===== src/rtl/fir_pkg.sv =====
// -----------------------------------------------------------------------------
// fir_pkg
// Shared definitions for the time-multiplexed symmetric FIR (fir_sym_mac).
//   fir_state_t : controller states
//   clog2       : ceiling log2 for elaboration-time width math
//   acc_width   : accumulator width that cannot overflow for a given geometry
//   round_sat   : round-half-up, arithmetic shift and clamp of the accumulator
// -----------------------------------------------------------------------------
package fir_pkg;

    typedef enum logic [1:0] {
        StIdle,
        StCompute,
        StOutput
    } fir_state_t;

    // Wide carrier for output post-processing; comfortably larger than any
    // realistic accumulator so the rounding add can never wrap.
    typedef logic signed [63:0] wide_t;

    function automatic int unsigned clog2(input int unsigned value);
        int unsigned result;
        result = 0;
        for (int unsigned i = 0; i < 32; i++) begin
            if ((64'd1 << i) < 64'(value)) begin
                result = i + 1;
            end
        end
        return result;
    endfunction

    // Pre-add grows the sample by one bit; N products of that by a coefficient
    // need clog2(N) guard bits.
    function automatic int unsigned acc_width(input int unsigned x_w,
                                              input int unsigned tap_w,
                                              input int unsigned n);
        return x_w + 1 + tap_w + clog2(n);
    endfunction

    function automatic wide_t round_sat(input wide_t acc,
                                        input int unsigned shift,
                                        input int unsigned y_w);
        wide_t rounded;
        wide_t lim_hi;
        wide_t lim_lo;
        rounded = acc;
        if (shift > 0) begin
            rounded = acc + (wide_t'(1) <<< (shift - 1));
        end
        rounded = rounded >>> shift;
        lim_hi  = (wide_t'(1) <<< (y_w - 1)) - wide_t'(1);
        lim_lo  = -(wide_t'(1) <<< (y_w - 1));
        if (rounded > lim_hi) begin
            rounded = lim_hi;
        end else if (rounded < lim_lo) begin
            rounded = lim_lo;
        end
        return rounded;
    endfunction

endpackage


===== src/rtl/fir_mac_unit.sv =====
// -----------------------------------------------------------------------------
// fir_mac_unit
// Pre-adder, single multiplier and accumulator of the FIR datapath.
//   clk     : clock
//   reset   : synchronous active-high reset, clears the accumulator
//   clear   : synchronous accumulator clear (start of a new output)
//   enable  : add coeff*(a+b) into the accumulator this cycle
//   a, b    : signed samples to pre-add (b is zero for an unpaired tap)
//   coeff   : signed coefficient
//   acc     : signed accumulator value
// -----------------------------------------------------------------------------
module fir_mac_unit #(
    parameter int unsigned X_W   = 8,
    parameter int unsigned TAP_W = 3,
    parameter int unsigned ACC_W = 14
) (
    input  logic                    clk,
    input  logic                    reset,
    input  logic                    clear,
    input  logic                    enable,
    input  logic signed [X_W-1:0]   a,
    input  logic signed [X_W-1:0]   b,
    input  logic signed [TAP_W-1:0] coeff,
    output logic signed [ACC_W-1:0] acc
);

    localparam int unsigned PROD_W = X_W + 1 + TAP_W;

    logic signed [X_W:0]        pre_sum;
    logic signed [PROD_W-1:0]   product;
    logic signed [ACC_W-1:0]    acc_q;

    always_comb begin
        // Sign-extend both operands by one bit so the pair sum cannot wrap.
        pre_sum = (X_W + 1)'(a) + (X_W + 1)'(b);
        product = PROD_W'(pre_sum) * PROD_W'(coeff);
    end

    always_ff @(posedge clk) begin
        if (reset) begin
            acc_q <= '0;
        end else if (clear) begin
            acc_q <= '0;
        end else if (enable) begin
            acc_q <= acc_q + ACC_W'(product);
        end
    end

    assign acc = acc_q;

endmodule


===== src/rtl/fir_sym_mac.sv =====
// -----------------------------------------------------------------------------
// fir_sym_mac
// Time-multiplexed, optionally symmetric FIR with one multiplier, runtime
// loadable coefficients, valid/ready sample input, rounding and saturation.
//   clk               : clock, all state updates on the rising edge
//   reset             : synchronous active-high reset
//   x_n               : signed input sample
//   s_axis_fir_tvalid : x_n is valid
//   s_axis_fir_tready : a sample can be accepted this cycle
//   s_set_coeffs      : shift coeff_in into the coefficient chain (IDLE only)
//   coeff_in          : signed coefficient word
//   flush             : clear the delay line (IDLE only)
//   y_n               : registered filtered output, held between results
//   m_axis_fir_tvalid : one-cycle pulse when y_n is updated
// -----------------------------------------------------------------------------
module fir_sym_mac
    import fir_pkg::*;
#(
    parameter int unsigned NBR_OF_TAPS = 3,
    parameter int unsigned TAP_SIZE    = 3,
    parameter int unsigned X_N_SIZE    = 8,
    parameter int unsigned Y_N_SIZE    = 11,
    parameter int unsigned SYMMETRIC   = 1,
    parameter int unsigned OUT_SHIFT   = 0
) (
    input  logic                       clk,
    input  logic                       reset,
    input  logic signed [X_N_SIZE-1:0] x_n,
    input  logic                       s_axis_fir_tvalid,
    output logic                       s_axis_fir_tready,
    input  logic                       s_set_coeffs,
    input  logic signed [TAP_SIZE-1:0] coeff_in,
    input  logic                       flush,
    output logic signed [Y_N_SIZE-1:0] y_n,
    output logic                       m_axis_fir_tvalid
);

    localparam int unsigned N     = NBR_OF_TAPS;
    localparam int unsigned L     = (SYMMETRIC != 0) ? (2 * N - 1) : N;
    localparam int unsigned ACC_W = acc_width(X_N_SIZE, TAP_SIZE, N);
    localparam int unsigned K_W   = (clog2(N) > 0) ? clog2(N) : 1;
    localparam logic [K_W-1:0] K_LAST = K_W'(N - 1);

    fir_state_t state_q, state_d;

    logic [K_W-1:0]              k_q;
    logic signed [TAP_SIZE-1:0]  taps_q  [N];
    logic signed [X_N_SIZE-1:0]  buffs_q [L];

    logic                        accept;
    logic                        mac_clear;
    logic                        mac_en;
    logic                        out_load;
    logic signed [X_N_SIZE-1:0]  a_sel;
    logic signed [X_N_SIZE-1:0]  b_sel;
    logic signed [TAP_SIZE-1:0]  coeff_sel;
    logic signed [ACC_W-1:0]     acc;

    // Coefficient loads and flushes take the cycle, so no sample is taken then.
    assign s_axis_fir_tready = (state_q == StIdle) && !s_set_coeffs && !flush;
    assign accept            = s_axis_fir_tready && s_axis_fir_tvalid;

    // ---------------------------------------------------------------------
    // Controller
    // ---------------------------------------------------------------------
    always_ff @(posedge clk) begin
        if (reset) begin
            state_q <= StIdle;
        end else begin
            state_q <= state_d;
        end
    end

    always_comb begin
        state_d   = state_q;
        mac_clear = 1'b0;
        mac_en    = 1'b0;
        out_load  = 1'b0;
        unique case (state_q)
            StIdle: begin
                if (accept) begin
                    mac_clear = 1'b1;
                    state_d   = StCompute;
                end
            end
            StCompute: begin
                mac_en = 1'b1;
                if (k_q == K_LAST) begin
                    state_d = StOutput;
                end
            end
            StOutput: begin
                out_load = 1'b1;
                state_d  = StIdle;
            end
            default: begin
                state_d = StIdle;
            end
        endcase
    end

    always_ff @(posedge clk) begin
        if (reset) begin
            k_q <= '0;
        end else if (mac_clear) begin
            k_q <= '0;
        end else if (mac_en) begin
            k_q <= k_q + K_W'(1);
        end
    end

    // ---------------------------------------------------------------------
    // Coefficient chain: reset to unity on the last tap (pure delay)
    // ---------------------------------------------------------------------
    always_ff @(posedge clk) begin
        if (reset) begin
            for (int unsigned i = 0; i < N; i++) begin
                taps_q[i] <= (i == N - 1) ? TAP_SIZE'(1) : '0;
            end
        end else if ((state_q == StIdle) && !flush && s_set_coeffs) begin
            taps_q[0] <= coeff_in;
            for (int unsigned i = 1; i < N; i++) begin
                taps_q[i] <= taps_q[i - 1];
            end
        end
    end

    // ---------------------------------------------------------------------
    // Delay line, buffs_q[0] newest
    // ---------------------------------------------------------------------
    always_ff @(posedge clk) begin
        if (reset) begin
            for (int unsigned i = 0; i < L; i++) begin
                buffs_q[i] <= '0;
            end
        end else if ((state_q == StIdle) && flush) begin
            for (int unsigned i = 0; i < L; i++) begin
                buffs_q[i] <= '0;
            end
        end else if (accept) begin
            buffs_q[0] <= x_n;
            for (int unsigned i = 1; i < L; i++) begin
                buffs_q[i] <= buffs_q[i - 1];
            end
        end
    end

    // ---------------------------------------------------------------------
    // Operand select for step k. In symmetric mode tap k pairs sample k with
    // its mirror L-1-k; the centre tap has no partner.
    // ---------------------------------------------------------------------
    always_comb begin
        a_sel     = '0;
        b_sel     = '0;
        coeff_sel = '0;
        for (int unsigned i = 0; i < N; i++) begin
            if (k_q == K_W'(i)) begin
                a_sel     = buffs_q[i];
                coeff_sel = taps_q[i];
                if ((SYMMETRIC != 0) && (i < N - 1)) begin
                    b_sel = buffs_q[L - 1 - i];
                end
            end
        end
    end

    fir_mac_unit #(
        .X_W   (X_N_SIZE),
        .TAP_W (TAP_SIZE),
        .ACC_W (ACC_W)
    ) u_mac (
        .clk    (clk),
        .reset  (reset),
        .clear  (mac_clear),
        .enable (mac_en),
        .a      (a_sel),
        .b      (b_sel),
        .coeff  (coeff_sel),
        .acc    (acc)
    );

    // ---------------------------------------------------------------------
    // Output register
    // ---------------------------------------------------------------------
    always_ff @(posedge clk) begin
        if (reset) begin
            y_n               <= '0;
            m_axis_fir_tvalid <= 1'b0;
        end else begin
            m_axis_fir_tvalid <= out_load;
            if (out_load) begin
                y_n <= Y_N_SIZE'(round_sat(wide_t'(acc), OUT_SHIFT, Y_N_SIZE));
            end
        end
    end

endmodule


===== config.mk =====
export PLATFORM = sky130hd
export DESIGN_NAME = fir_sym_mac
export DESIGN_NICKNAME = d
export VERILOG_FILES = /design/src/rtl/fir_pkg.sv /design/src/rtl/fir_mac_unit.sv /design/src/rtl/fir_sym_mac.sv
export SDC_FILE = /design/constraint.sdc
export NUM_CORES = 1
export LEC_CHECK = 0
export ABC_AREA = 1
export BUFFER_PORTS_ARGS = -buffer_cell sky130_fd_sc_hd__buf_2
export CORE_ASPECT_RATIO = 1.2
export CORE_MARGIN = 1.5
export CORE_UTILIZATION = 27
export DETAILED_ROUTE_END_ITERATION = 16
export PLACE_DENSITY_LB_ADDON = 0.08
export REMOVE_ABC_BUFFERS = 1
export SYNTH_ARGS = -nofsm -noshare
export SYNTH_HDL_FRONTEND = slang
export SYNTH_SLANG_ARGS = --single-unit

===== constraint.sdc =====
create_clock -name clk -period 10.2 [get_ports clk]
set_input_delay 1.02 -clock clk [delete_from_list [all_inputs] [get_ports clk]]
set_output_delay 1.02 -clock clk [all_outputs]
set_load 0.05 [all_outputs]

Word-level counts from Yosys, hierarchy flattened
Memory sizes are Yosys's and may differ from the RTL's. Index checks and enable logic that the tools add are counted. Widths: inputs -> output; s select.

Bits in latches: 0. Memories kept: 2. Register bits after elaboration: 30. Memory bits (read-only): 0. RAM bits: 49. Output and inout port bits: 13. Word-level logic and storage cells: 85.

Memory list: buffs_q (depth 5, bits a word 8, rd ports 5, clocked after memory_dff 0, wr ports 5, RTL line fir_sym_mac.sv:48) `logic signed [X_N_SIZE-1:0] buffs_q [L];`; taps_q (depth 3, bits a word 3, rd ports 3, clocked after memory_dff 0, wr ports 3, RTL line fir_sym_mac.sv:47) `logic signed [TAP_SIZE-1:0] taps_q [N];`.

Multipliers: 1. Add/subtract/negate cells: 3. Div/mod/pow operators: 0. Shifts and indexed selects: 0. Eq/ne operators: 6. $lt $le $gt $ge: 2. Multiplexer cells: 41. Reductions and logical operators: 12. Bitwise gates (word level): 13.

Operators with widths (number): $mux 8 (15); $mux 11 (2); $mux 3 (6); $mux 1 (15); $add 14x12->14 (1); $gt 14x11->1 const B (1); $lt 14x11->1 const B (1); $or 1x1->1 (13); $mul 9x3->12 (1); $add 8x8->9 (1); $logic_and 1x1->1 (6); $eq 2x1->1 const B (2); $eq 2x2->1 const B (2); $logic_not 2->1 (2); $mux 2 (2); $ne 2x2->1 const B (2); $pmux 2 s2 (1); $add 2x1->2 const B (1); $logic_not 1->1 (2); $reduce_and 2->1 (1); $reduce_or 2->1 (1).

Depth between registers and ports, before layout
Depth after elaboration: 9. Gate-level depth with buffers: 33.

Cells and area by module
From an unflattened synthesis, not the netlist that was laid out.

Cell total of the unflattened synthesis: 681. Area total of the unflattened synthesis: 5582.9 um^2.

By module, submodules not included: fir_sym_mac (area each 3116.7 um^2, cells an instance 318, sequential area each 1791.7 um^2, times used 1); fir_mac_unit (area each 2466.1 um^2, cells an instance 363, sequential area each 280.3 um^2, times used 1).

Least setup slack after synthesis
OpenSTA, ideal clock, no wires.

Path kind: register to register. Start point: register k_q[1]. End point: register u_mac.acc_q[12] (netlist: u_mac.acc[12]). Buffers on the path: 2. Arrival: 4.765 ns. Clock period less this slack: 4.874 ns. Path slack: 5.326 ns. Setup time: 0.109 ns. Cell stages (with the launch flop): 33. Path through: dfxtp_1 inv_1 ha_1 buf_6 inv_2 nand2_1 inv_1 buf_4 nand2_1 o21ai_0 ha_1 fa_1 nand3_1 nand2_1 nand4_1 nand2_1 nand2_1 nand2_1 nor2_4 inv_1 fa_1 inv_1 fa_1 ha_1 ha_1 nand2_1 inv_1 a21oi_1 nand3_1 nand2_1 nand3_1 nand2_1 inv_1.

Cells in the longest elaborated chain, start to end: 7.

RTL lines: start: declaration (RTL line fir_sym_mac.sv:46) `logic [K_W-1:0] k_q;`; start signal: assignment (RTL line fir_sym_mac.sv:108) `k_q <= k_q + K_W'(1);`; $logic_not 2->1 (RTL line fir_sym_mac.sv:157) `if (k_q == K_W'(i)) begin`; $mux 8 (3 in series) (RTL line fir_sym_mac.sv:157); $add 8x8->9 (RTL line fir_mac_unit.sv:35) `pre_sum = (X_W + 1)'(a) + (X_W + 1)'(b);`; $mul 9x3->12 (*) (RTL line fir_mac_unit.sv:36) `product = PROD_W'(pre_sum) * PROD_W'(coeff);`; $add 14x12->14 (*) (RTL line fir_mac_unit.sv:45) `acc_q <= acc_q + ACC_W'(product);`; end signal: assignment (RTL line fir_mac_unit.sv:45); end: declaration (RTL line fir_mac_unit.sv:31) `logic signed [ACC_W-1:0] acc_q;`.

Mark *: on every way between the ends. The rest lies on a longest branch, timed or not. A chain may end at the register's enable or synchronous reset.

Final worst setup path
Start point: register k_q[1]. End point: register u_mac.acc_q[10] (netlist: u_mac.acc[10]).

Same word-level chain as after synthesis.

==> metrics.csv <==
stage,metric,value,unit
synth,yosysTopAreaCell,edfxtp_1,
clock_tree,cts.sinks,79,
floorplanning,die_w,130,um
synth,synthSimpleGateAreaFrac,20.5,%
synth,synthAdderAreaFrac,17.8,%
placement,gp_congestion,0.808,
drt,vias,3889,
floorplanning,die_area,20100,sq um
critical_path,critPathRequiredTime,10450,ps
placement,pre_cts_ws,4330,ps
hold_path,hold_path_class,register to register,
status,status,"finished, final reports clean",
synth,yosys-top-cells-count,"116 x nand2_1, 109 x inv_1, 93 x nor2_1",
run,cap_viol_max_count,0,
layout,n_antenna_cell,0,
clock_tree,clkTransAtPathRegs,60,ps
clock_tree,cts_tree,built,
synth,syn_inst,622,
grt,grt_use_total,13.1,%
timing,slew_headroom,43.1,%
grt,overflow,0,
timing,final-max-slew-violation-count,0,
synth,yosys_warnings,0,
power_and_ir_drop,p_leak,0.00273,uW
floorplanning,num_rows,55,
layout,syn_to_final_growth,12.4,%
grt,grt_antenna_before_repair,0,
placement,port_buffers,28,
drt,ant_nets,0,
timing,fin_skew,8.80,ps
synth,synth_cell_types,43,
critical_path,start_kind,register,
clock_tree,h-tree-depth,3,
clock_tree,clkLatencyLatePin,350,ps
synth,synth_xor_xnor_area_share,1.69,%
synth,synth_compound_area_share,9.74,%
floorplanning,ioPinCount,29,
timing,fin_crit,5770,ps
timing,setup_slack,4430,ps
critical_path,crit_type,register to register,
grt,grtUsageMet2,23.3,%
synth,synth_top_family_by_area,simple AND/OR/NAND/NOR gates,
synth,avgSynthCellArea,8.34,sq um
clock_tree,postCtsSetupBuffers,0,
clock_tree,cts_hold_buf,0,
synth,yosysSeqAreaShare,39.9,%
floorplanning,die_h,155,um
drt,drtIter0Drc,163,
timing,fmax,0.173,GHz
synth,yosysTopAreaCellShare,28.4,%
synth,yosys_most_used_dff,edfxtp_1,
layout,fin_nets,723,
clock_tree,root_buffer,clkbuf_16,
drt,drc_errors,0,
clock_tree,numCtsBuffers,9,
grt,use_met3,2.59,%
critical_path,setup.worst_path.end_class,register,
critical_path,crit_fanout,16,
floorplanning,core-area,18900,sq um
drt,drt-pass1-iter-count,4,
grt,use_met1,15.6,%
synth,ys_async_sr_fraction,0,%
synth,synth_area_leaders,"edfxtp_1 28%, dfxtp_1 12%, ha_1 8.9%",
grt,grt_max_degree,42,
critical_path,arrival,6020,ps
drt,avgRoutedWirePerCell,13.1,um
timing,setup_tns,0,ps
synth,synth_most_common_cell,nand2_1,
layout,fillCellCount,2091,
drt,drt_wl_total,11900,um
timing,worst_pin_slew,853,ps
grt,grt_pass1_wl,20300,um
synth,synthMuxAreaShare,0,%
drt,vias_per_cell,4.28,
synth,synth-seq-cells,79,
power_and_ir_drop,vdd_drop_max,0.0000785,V
synth,synth_area,5190,sq um
power_and_ir_drop,p_per_area,161,nW/um^2
timing,rsz0062_at_grt,no,
synth,synth-edff-count,49,
timing,finalHoldViolations,0,
grt,grt_pass1_vias,4101,
timing,finalCritPeriodShare,56.6,%
grt,busiest_layer,met2,
clock_tree,ctsLongestPathBuffers,2,
timing,setup-violations-final,0,
layout,layout-drive-gt1-share,9.66,%
floorplanning,start_util,27.5,%
clock_tree,ctsResizeCount,0,
placement,hpwl,9230,um
==> final timing paths <==
check / start / end / slack, ps / depth (start not counted)
hold / removal: y_n[5] / y_n[5] / 460 / 2
setup reg to reg: k_q[1] / u_mac.acc[10] / 4430 / 24
setup / recovery: k_q[1] / u_mac.acc[10] / 4430 / 24
hold reg to reg: y_n[5] / y_n[5] / 460 / 2
==> critical path: stages, from the launching register on <==
cell     delay, ps
dfxtp_1        320
inv_1           80
ha_1           410
inv_2          190
nand2_1        180
inv_1          240
nand2_1        130
a22oi_1         70
ha_1           270
fa_1           430
xor2_1         290
nand2_1        110
fa_1           470
fa_1           500
fa_1           510
inv_1           40
ha_1           250
fa_1           440
nand2_1        110
nand3_1        120
nand3_1        130
a21o_1         130
nand3_1        100
nand2_1         90
inv_1           30
==> layout make-up <==
| cell class | instances | area, sq um | share of cell area [%] |
|---|---|---|---|
| clock buffer | 10 | 229 | 3.93 |
| sequential | 79 | 2070 | 35.5 |
| inverter | 114 | 428 | 7.34 |
| tap | 256 | 320 | 5.49 |
| timing repair buffer | 30 | 155 | 2.66 |
| clock inverter | 6 | 35.0 | 0.601 |
| multi-input combinational | 413 | 2590 | 44.4 |
==> layer usage <==
layer  vias to the layer above  part of all wire (%)
met2                        30                    51
met3                        10                   2.0
li1                       2036                     -
met1                      1813                    45
met4                         0                   1.5
met5                         -                     0
==> metrics by stage <==
stage | std cells | area, sq um | utilization, % | hold WS (ps) | total power, uW
after floorplan | 606 | 5080 | - | 451 | 578
after global placement | 892 | 5570 | 29.5 | 453 | 650
after detailed placement | 892 | 5570 | 29.5 | 455 | 650
after CTS | 908 | 5830 | 30.9 | 465 | 959
after global routing | 908 | 5830 | 30.9 | 485 | 1010
final | 908 | 5830 | 30.9 | 462 | 938
==> cell usage in the layout (no fill, tap or decap), types with 3 or more instances in the layout <==
cell,instances
nand4_1,5
clkbuf_16,9
clkinv_2,4
or2_2,4
dfxtp_1,30
o21ai_0,20
edfxtp_1,49
xnor2_1,3
nand3_1,27
o21a_1,3
a21oi_1,45
buf_2,28
a22oi_1,6
ha_1,37
nand2_1,116
fa_1,23
nor2_1,93
inv_2,4
xor2_1,7
inv_1,109
==> kinds of logic (layout without fill, tap and decap cells) <==
group / after synthesis / after routing
buf+inv: 130 / 160
flops: 79 / 79
simple gates: 255 / 255
xor+xnor: 10 / 10
fa+ha+maj: 60 / 60
compound gates: 88 / 88
==> where the power goes <==
part / internal, uW / total (uW) / switching [uW]
combinational: 99.4 / 271 / 172
sequential: 357 / 367 / 10.8
clock: 164 / 300 / 135
==> state kept, by name (all words and copies together) (netlist names) <==
name	count
buffs_q	40
u_mac.acc	14
y_n	11
taps_q	9
k_q	2
state_q	2
m_axis_fir_tvalid	1
(Power assumes the default switching activity.)
